**config.mk**
```make
export PLATFORM = sky130hd
export DESIGN_NAME = cs_auth_responder
export DESIGN_NICKNAME = d
export VERILOG_FILES = /design/src/rtl/grid_auth_pkg.sv /design/src/rtl/auth_nonce_lfsr.sv /design/src/rtl/cs_auth_responder.sv
export SDC_FILE = /design/constraint.sdc
export NUM_CORES = 2
export LEC_CHECK = 0
export BUFFER_PORTS_ARGS = -buffer_cell sky130_fd_sc_hd__buf_4
export CELL_PAD_IN_SITES_DETAIL_PLACEMENT = 1
export CELL_PAD_IN_SITES_GLOBAL_PLACEMENT = 2
export CORE_AREA = 2 2 764 766
export DETAILED_ROUTE_END_ITERATION = 8
export DIE_AREA = 0 0 766 768
export PLACE_DENSITY = 0.42
export SLEW_MARGIN = 10
export SYNTH_ARGS = -nofsm -noshare
export SYNTH_HDL_FRONTEND = slang
export SYNTH_SLANG_ARGS = --single-unit
```
**constraint.sdc**
```tcl
create_clock -name clk -period 41.6 [get_ports clk]
set_clock_uncertainty 0.2 [all_clocks]
set_input_delay 6.24 -clock clk [delete_from_list [all_inputs] [get_ports clk]]
set_output_delay 6.24 -clock clk [all_outputs]
set_load 0.1 [all_outputs]
```
**src/rtl/grid_auth_pkg.sv**
```systemverilog
// Shared types, fail codes, message layouts and mixing functions for the CS-side
// EV/CS mutual authentication responder.
package grid_auth_pkg;

    typedef enum logic [2:0] {
        ST_IDLE,
        ST_CHK1,
        ST_SEND2,
        ST_WAIT3,
        ST_CHK3,
        ST_SEND4,
        ST_DONE,
        ST_FAIL
    } state_t;

    localparam logic [2:0] FAIL_NONE     = 3'd0;
    localparam logic [2:0] FAIL_STALE_M1 = 3'd1;
    localparam logic [2:0] FAIL_PSID     = 3'd2;
    localparam logic [2:0] FAIL_TIMEOUT  = 3'd3;
    localparam logic [2:0] FAIL_STALE_M3 = 3'd4;
    localparam logic [2:0] FAIL_BINDING  = 3'd5;
    localparam logic [2:0] FAIL_RESPONSE = 3'd6;

    // Bit offsets of the 64-bit fields inside the decrypted M1 and M3 words
    localparam int M1_PSID = 192;
    localparam int M1_N1   = 128;
    localparam int M1_PUB  = 64;
    localparam int M1_TS   = 0;

    localparam int M3_PSID = 320;
    localparam int M3_CH   = 256;
    localparam int M3_RS   = 192;
    localparam int M3_CHK  = 128;
    localparam int M3_KI   = 64;
    localparam int M3_TS   = 0;

    localparam logic [63:0] PUF_K = 64'h9E37_79B9_7F4A_7C15;

    function automatic logic [63:0] rotl64(input logic [63:0] x, input int unsigned n);
        return (x << n) | (x >> (64 - n));
    endfunction

    function automatic logic [63:0] puf(input logic [63:0] x);
        logic [63:0] y;
        y = x ^ PUF_K;
        return y ^ rotl64(y, 13) ^ rotl64(y, 41);
    endfunction

    // Compresses four 64-bit words into one 64-bit digest
    function automatic logic [63:0] hash192(input logic [255:0] m);
        return puf(m[255:192] ^ rotl64(m[191:128], 17) ^ rotl64(m[127:64], 31) ^ rotl64(m[63:0], 47));
    endfunction

    function automatic logic [63:0] lfsr_next(input logic [63:0] x);
        return {x[62:0], x[63] ^ x[62] ^ x[60] ^ x[59]};
    endfunction

    function automatic logic [255:0] xor256_k64(input logic [255:0] m, input logic [63:0] k);
        return m ^ {4{k}};
    endfunction

    function automatic logic [319:0] xor320_k64(input logic [319:0] m, input logic [63:0] k);
        return m ^ {5{k}};
    endfunction

    function automatic logic [383:0] xor384_k64(input logic [383:0] m, input logic [63:0] k);
        return m ^ {6{k}};
    endfunction

    function automatic logic [447:0] xor448_k64(input logic [447:0] m, input logic [63:0] k);
        return m ^ {7{k}};
    endfunction

endpackage

```
**src/rtl/auth_nonce_lfsr.sv**
```systemverilog
// Nonce generator: 64-bit LFSR that can step zero, one or two positions per clock.
module auth_nonce_lfsr
    import grid_auth_pkg::*;
#(
    parameter logic [63:0] SEED = 64'h3
) (
    input  logic        clk,
    input  logic        rst,
    input  logic [1:0]  adv,
    output logic [63:0] cur,
    output logic [63:0] next
);

    logic [63:0] state;

    always_ff @(posedge clk) begin
        if (rst) begin
            state <= SEED;
        end else begin
            case (adv)
                2'd1:    state <= lfsr_next(state);
                2'd2:    state <= lfsr_next(lfsr_next(state));
                default: state <= state;
            endcase
        end
    end

    assign cur  = state;
    assign next = lfsr_next(state);

endmodule

```
**src/rtl/cs_auth_responder.sv**
```systemverilog
// Charging-station responder: answers EV M1 with M2, verifies the PUF response in M3
// and returns M4 plus the derived session key on success.
module cs_auth_responder
    import grid_auth_pkg::*;
#(
    parameter logic [63:0] ACCEPTABLE_DELAY = 64'd10,
    parameter int          TIMEOUT_CYCLES   = 64,
    parameter logic [63:0] LFSR_SEED        = 64'h3,
    parameter logic [63:0] CS_ID            = 64'hDDDD_DDDD_DDDD_DDDD,
    parameter logic [63:0] T_VALID          = 64'd60
) (
    input  logic         clk,
    input  logic         rst,
    input  logic [63:0]  now_ts,
    input  logic [63:0]  cs_pub_key,
    input  logic [63:0]  cs_prv_key,
    input  logic [63:0]  ev_pub_key,
    input  logic [63:0]  reg_psid,
    input  logic [63:0]  reg_ch,
    input  logic [63:0]  reg_rs,
    input  logic         m1_valid,
    output logic         m1_ready,
    input  logic [255:0] m1_data,
    output logic         m2_valid,
    input  logic         m2_ready,
    output logic [319:0] m2_data,
    input  logic         m3_valid,
    output logic         m3_ready,
    input  logic [383:0] m3_data,
    output logic         m4_valid,
    input  logic         m4_ready,
    output logic [447:0] m4_data,
    output logic         auth_ok,
    output logic         auth_fail,
    output logic [2:0]   fail_code,
    output logic [63:0]  session_key
);

    localparam int TW = $clog2(TIMEOUT_CYCLES + 1);

    state_t        state;
    logic [TW-1:0] timer;

    logic [63:0]  sess_psid, sess_n1, sess_ts1, sess_ch, sess_n2, sess_seed, sess_key;
    logic [383:0] m3_held;
    logic [255:0] m1_plain;
    logic [383:0] m3_plain;
    logic         unused_pub;

    logic [1:0]   lfsr_adv;
    logic [63:0]  nonce_cur, nonce_next;

    logic         m1_fire, m2_fire, m3_fire, m4_fire;
    logic         stale1, stale3, chk1_ok, chk3_ok, bind_ok;
    logic [63:0]  k_k, k_ki, rs_k, tk_i;

    assign m1_plain   = xor256_k64(m1_data, cs_pub_key);
    assign m3_plain   = xor384_k64(m3_data, cs_pub_key);
    assign unused_pub = ^m1_plain[M1_PUB +: 64];

    assign m1_fire = m1_valid && m1_ready;
    assign m2_fire = m2_valid && m2_ready;
    assign m3_fire = m3_valid && m3_ready;
    assign m4_fire = m4_valid && m4_ready;

    // Freshness uses wrapping subtraction so a counter rollover is not flagged stale
    assign stale1  = (now_ts - sess_ts1) > ACCEPTABLE_DELAY;
    assign stale3  = (now_ts - m3_held[M3_TS +: 64]) > ACCEPTABLE_DELAY;
    assign bind_ok = (m3_held[M3_PSID +: 64] == sess_psid) && (m3_held[M3_CH +: 64] == sess_ch);
    assign chk1_ok = (state == ST_CHK1) && !stale1 && (sess_psid == reg_psid);
    assign chk3_ok = (state == ST_CHK3) && !stale3 && bind_ok && (m3_held[M3_RS +: 64] == reg_rs);

    assign k_k  = puf(sess_seed ^ cs_prv_key);
    assign k_ki = hash192({m3_held[M3_KI +: 64], k_k, sess_n1, sess_n2});
    assign rs_k = puf(m3_held[M3_CHK +: 64]);
    assign tk_i = hash192({sess_psid, T_VALID, reg_rs, CS_ID});

    assign lfsr_adv = chk1_ok ? 2'd2 : (chk3_ok ? 2'd1 : 2'd0);

    auth_nonce_lfsr #(.SEED(LFSR_SEED)) u_nonce (
        .clk  (clk),
        .rst  (rst),
        .adv  (lfsr_adv),
        .cur  (nonce_cur),
        .next (nonce_next)
    );

    always_ff @(posedge clk) begin
        if (m1_fire) begin
            sess_psid <= m1_plain[M1_PSID +: 64];
            sess_n1   <= m1_plain[M1_N1 +: 64];
            sess_ts1  <= m1_plain[M1_TS +: 64];
        end
        if (chk1_ok) begin
            sess_ch   <= reg_ch;
            sess_n2   <= nonce_cur;
            sess_seed <= nonce_next;
        end
        if (m3_fire) begin
            m3_held <= m3_plain;
        end
        if (chk3_ok) begin
            sess_key <= k_ki;
        end
    end

    always_ff @(posedge clk) begin
        if (rst) begin
            state       <= ST_IDLE;
            timer       <= '0;
            m1_ready    <= 1'b0;
            m2_valid    <= 1'b0;
            m2_data     <= '0;
            m3_ready    <= 1'b0;
            m4_valid    <= 1'b0;
            m4_data     <= '0;
            auth_ok     <= 1'b0;
            auth_fail   <= 1'b0;
            fail_code   <= FAIL_NONE;
            session_key <= '0;
        end else begin
            auth_ok   <= 1'b0;
            auth_fail <= 1'b0;
            case (state)
                ST_IDLE: begin
                    m1_ready <= 1'b1;
                    if (m1_fire) begin
                        m1_ready    <= 1'b0;
                        fail_code   <= FAIL_NONE;
                        session_key <= '0;
                        state       <= ST_CHK1;
                    end
                end
                ST_CHK1: begin
                    if (stale1) begin
                        fail_code <= FAIL_STALE_M1;
                        auth_fail <= 1'b1;
                        state     <= ST_FAIL;
                    end else if (sess_psid != reg_psid) begin
                        fail_code <= FAIL_PSID;
                        auth_fail <= 1'b1;
                        state     <= ST_FAIL;
                    end else begin
                        m2_data  <= xor320_k64({CS_ID, reg_ch, nonce_cur, nonce_next, now_ts}, ev_pub_key);
                        m2_valid <= 1'b1;
                        state    <= ST_SEND2;
                    end
                end
                ST_SEND2: begin
                    if (m2_fire) begin
                        m2_valid <= 1'b0;
                        m3_ready <= 1'b1;
                        timer    <= '0;
                        state    <= ST_WAIT3;
                    end
                end
                ST_WAIT3: begin
                    // A transfer in the final allowed cycle takes priority over expiry
                    if (m3_fire) begin
                        m3_ready <= 1'b0;
                        state    <= ST_CHK3;
                    end else if (timer == TW'(TIMEOUT_CYCLES - 1)) begin
                        m3_ready  <= 1'b0;
                        fail_code <= FAIL_TIMEOUT;
                        auth_fail <= 1'b1;
                        state     <= ST_FAIL;
                    end else begin
                        timer <= timer + 1'b1;
                    end
                end
                ST_CHK3: begin
                    if (stale3) begin
                        fail_code <= FAIL_STALE_M3;
                        auth_fail <= 1'b1;
                        state     <= ST_FAIL;
                    end else if (!bind_ok) begin
                        fail_code <= FAIL_BINDING;
                        auth_fail <= 1'b1;
                        state     <= ST_FAIL;
                    end else if (m3_held[M3_RS +: 64] != reg_rs) begin
                        fail_code <= FAIL_RESPONSE;
                        auth_fail <= 1'b1;
                        state     <= ST_FAIL;
                    end else begin
                        m4_data  <= xor448_k64({CS_ID, m3_held[M3_CHK +: 64], nonce_cur, rs_k, tk_i, k_k, now_ts}, k_ki);
                        m4_valid <= 1'b1;
                        state    <= ST_SEND4;
                    end
                end
                ST_SEND4: begin
                    if (m4_fire) begin
                        m4_valid    <= 1'b0;
                        auth_ok     <= 1'b1;
                        session_key <= sess_key;
                        state       <= ST_DONE;
                    end
                end
                ST_DONE: state <= ST_IDLE;
                ST_FAIL: state <= ST_IDLE;
                default: state <= ST_IDLE;
            endcase
        end
    end

endmodule
```
==> impl_metrics.csv <==
group,metric,value,unit
die,placement_rows,280,
critical_path,timing.critical_path.to_type,"register",
placement,dp_hpwl,689800,um
pwr,netSwitchingPower,0.002945,W
yosys,ys_types,93,
timing,timing.max_slew.rel_slack,0.03405,
timing,finalHoldViolCount,0,
clock_tree,postCtsResizedCells,0,
timing,final_max_slew_viol_count,0,
global_route,globalRouteTotalUtil,0.2712,
pwr,power_frac_seq,0.280,
critical_path,reg2reg_slack,32020,ps
die,i_o_pin_cnt,1935,
pwr,irDropWorstVdd,0.00004354,V
cells_and_area,most_common_cell_after_layout_fill_and_taps_aside,"buf_4",
die,core,579800,sq um
run,maxCapViolations,0,
timing,max_slew.worst_pin.slew,1444,ps
critical_path,path_class,"primary input to register",
timing,achievable-frequency,67.90,MHz
detailed_routing,vias_per_cell,4.273,
cells_and_area,syn2layout_area_growth,35.36,%
timing,finalWorstPathRequiredPeriod,14730,ps
yosys,async_set_or_reset_flop_fraction_in_the_synthesized_netlist,0,
worst_hold_path,hold_path_end,"session_key[3]",
global_route,globalRouteOverflowTotal,0,
clock_tree,clock_latency,970,ps
clock_tree,clkTransAtPathRegs,60,ps
global_route,number_of_antenna_violations_at_the_first_check_in_global_routing,234,
pwr,power.share.switching,0.4429,
cells_and_area,filler_cell_count,66564,
clock_tree,htree_num_levels,4,
clock_tree,cts_setup_buffers,0,
yosys,syn_inst,8914,
worst_hold_path,holdPathStages,1,
yosys,post_synth_instance_area,88240,sq um
timing,report.final.setup_viol,0,
detailed_routing,drtIter0Drc,7273,
critical_path,critical_path.max_fanout,93,
timing,finalCritPeriodShare,0.3540,
yosys,postSynthNetCount,10137,
yosys,synth.ff_latch_count,1684,
global_route,grt_pass1_wl,1012000,um
detailed_routing,drc,0,
clock_tree,clockBufferDepth,4,
die,die_h,768,um
clock_tree,tritoncts,"built",
detailed_routing,wl_per_instance,44.61,um
clock_tree,cts-root-buf,"clkbuf_16",
placement,portBuffers,1870,
detailed_routing,drt_wl_total,831600,um
placement,final_gp_congestion,0.8973,
pwr,combinational_fraction_of_design_power,0.399,
clock_tree,cts_inserted_buffers,234,
yosys,syn_avg_cell_area,9.899,sq um
worst_hold_path,timing.hold.worst.class,"register to register",
timing,setup_repair_after_global_routing_missed_its_margin,"false",
yosys,synth_enable_flop_cells,769,
timing,setup_total_negative_slack,0,ps
pwr,internal_power,0.003705,W
cells_and_area,mostFrequentLayoutCells,"buf_4, nand2_1, xor2_1, xnor2_1, dfxtp_1",
pwr,p_clk_frac,0.320,
critical_path,crit_arrival,15360,ps
yosys,yosys_most_used_dff,"dfxtp_1",
run_status,outcome,"finished, final reports clean",
global_route,via_count_of_the_first_global_routing_pass,79999,
critical_path,critical_path_required,42240,ps
die,die_x,766,um
cells_and_area,nNetsFinal,11858,
clock_tree,cts_hold_buf,0,
placement,placed_cells,18154,
detailed_routing,via_count,79654,
global_route,largest_net_degree_at_the_start_of_global_routing,135,
pwr,leakage_power_total,46.33,nW
pwr,pwr_density_cell,55.68,nW/um^2
detailed_routing,number_of_iterations_in_the_first_detailed_routing_pass,6,
yosys,synth-warning-count,0,
critical_path,worstRegToRegCells,19,
cells_and_area,post_layout_nonfiller_instances,18641,
clock_tree,cts.sinks,1684,
die,initial_core_util,0.1522,
critical_path,regToRegEndpoint,"u_nonce.cur[1]",
worst_hold_path,min-delay-start,"sess_key[3]",
detailed_routing,route.antenna.remaining_nets,0,
die,full_die_area,588300,sq um
critical_path,timing.critical_path.from_type,"primary input",
cells_and_area,final_layout_size_suffix_gt1_frac,0.2322,
yosys,synth_seq_area_share,0.4693,
critical_path,reg2reg_launch_point,"m3_held[32]",
## sequential cells by signal, summed over array words and instances, names as in the netlist, 3 cells and up
signal	cells
sess_psid	64
m2_data	320
sess_n1	64
timer	7
m4_data	448
sess_n2	64
sess_ts1	64
sess_key	64
fail_code	3
session_key	64
state	3
m3_held	384
sess_ch	64
u_nonce.cur	64
## stage by stage
| stage | util | total power, W | worst slack (ps) | area [sq um] | hold WS (ps) |
|---|---|---|---|---|---|
| 2_1_floorplan | - | 0.002833 | 22870 | 88240 | 206.4 |
| 3_3_place_gp | 0.1922 | 0.004598 | 25770 | 111500 | 239.0 |
| 3_5_place_dp | 0.1923 | 0.004597 | 25940 | 111500 | 244.0 |
| 4_1_cts | 0.2058 | 0.006762 | 27010 | 119300 | 251.2 |
| 5_1_grt | 0.2058 | 0.006819 | 26720 | 119300 | 267.2 |
| 6_report | 0.2060 | 0.006650 | 26870 | 119400 | 242.6 |
## cell families after synthesis
| group | count (synthesis) | synth area share |
|---|---|---|
| multiplexers | 294 | 0.03342 |
| buffers and inverters | 857 | 0.04027 |
| XOR/XNOR | 2291 | 0.2274 |
| AND/OR/NAND/NOR | 2256 | 0.1138 |
| AO/OA/AOI/OAI | 1403 | 0.09732 |
| adder cells (fa/ha/maj) | 129 | 0.01846 |
| flip-flops | 1684 | 0.4693 |
## how the worst max path moves through the flow
stage / startpoint / endpoint / slack (ps) / cells after the start
6_report: now_ts[32] / u_nonce.cur[1] / 26870 / 19
5_1_grt: now_ts[32] / u_nonce.cur[1] / 26720 / 19
4_1_cts: now_ts[32] / u_nonce.cur[1] / 27010 / 19
3_5_place_dp: now_ts[32] / u_nonce.cur[1] / 25940 / 19
3_3_place_gp: now_ts[24] / m2_data[128] / 25770 / 18
2_1_floorplan: m3_valid / timer[3] / 22870 / 10
## synthesized netlist by cell type, types with 11 or more instances
cell | count | area [sq um]
a2111oi_0 | 13 | 113.9
a211oi_1 | 26 | 195.2
a21o_1 | 43 | 322.8
a21oi_1 | 785 | 3929
a22o_1 | 69 | 604.3
a31oi_1 | 19 | 118.9
and2_1 | 16 | 100.1
and3_1 | 22 | 137.6
and4_1 | 30 | 262.8
buf_1 | 113 | 424.2
buf_2 | 95 | 475.5
buf_6 | 27 | 304.0
clkbuf_1 | 327 | 1227
dfxtp_1 | 915 | 18320
edfxtp_1 | 769 | 23090
ha_1 | 127 | 1589
inv_1 | 290 | 1089
mux2i_1 | 289 | 2893
nand2_1 | 1168 | 4384
nand2b_1 | 20 | 125.1
nand3_1 | 113 | 565.5
nand4_1 | 150 | 938.4
nor2_1 | 452 | 1697
nor3_1 | 77 | 385.4
nor4_1 | 57 | 356.6
o2111ai_1 | 15 | 131.4
o211ai_1 | 31 | 232.7
o21a_1 | 27 | 202.7
o21ai_0 | 120 | 600.6
o21ai_1 | 21 | 105.1
o21bai_1 | 11 | 82.58
o22a_1 | 62 | 543.0
o22ai_1 | 17 | 106.4
o31ai_1 | 13 | 97.59
or2_0 | 48 | 300.3
or3_1 | 22 | 137.6
or4_1 | 19 | 142.6
xnor2_1 | 1145 | 10030
xor2_1 | 1146 | 10040
## layout make-up
| cell class | count | area, sq um | area share |
|---|---|---|---|
| Antenna cell | 46 | 115.1 | 0.0009638 |
| Clock buffer | 345 | 6790 | 0.05685 |
| Clock inverter | 96 | 1011 | 0.008464 |
| Inverter | 291 | 1100 | 0.009208 |
| Multi-Input combinational cell | 6373 | 43860 | 0.3672 |
| Sequential cell | 1684 | 41410 | 0.3467 |
| Tap cell | 7755 | 9703 | 0.08124 |
| Timing Repair Buffer | 2051 | 15450 | 0.1294 |
## power groups by stage
stage / combinational (W) / clock (W) / sequential [W]
final: 0.00266 / 0.00213 / 0.00186
after CTS: 0.00271 / 0.00219 / 0.00186
after global routing: 0.00271 / 0.00224 / 0.00186
after detailed placement: 0.00270 / 0 / 0.00190
after global placement: 0.00270 / 0 / 0.00189
after floorplan: 0.000968 / 0 / 0.00187
## layer usage
| metal | wire length (um) | track usage | vias up |
|---|---|---|---|
| li1 | - | - | 33778 |
| met1 | 359900 | 0.3488 | 41677 |
| met2 | 387900 | 0.4516 | 3332 |
| met3 | 54710 | 0.06173 | 759 |
| met4 | 28420 | 0.08038 | 108 |
| met5 | 678 | 0 | - |
## critical path, cell delays in order
cell and delay (ps):
buf_4 200, ha_1 500, a21oi_1 570, o21ai_0 370, a221oi_1 970, o221ai_1 250, a41oi_1 510, mux2_2 400
a311oi_1 610, nor4bb_1 180, nand4_1 230, buf_4 440, buf_4 480, buf_4 330, buf_4 540, buf_4 790
buf_4 1040, o22ai_1 200, a211o_1 310
No activity file was read; power rests on OpenSTA's default activity.
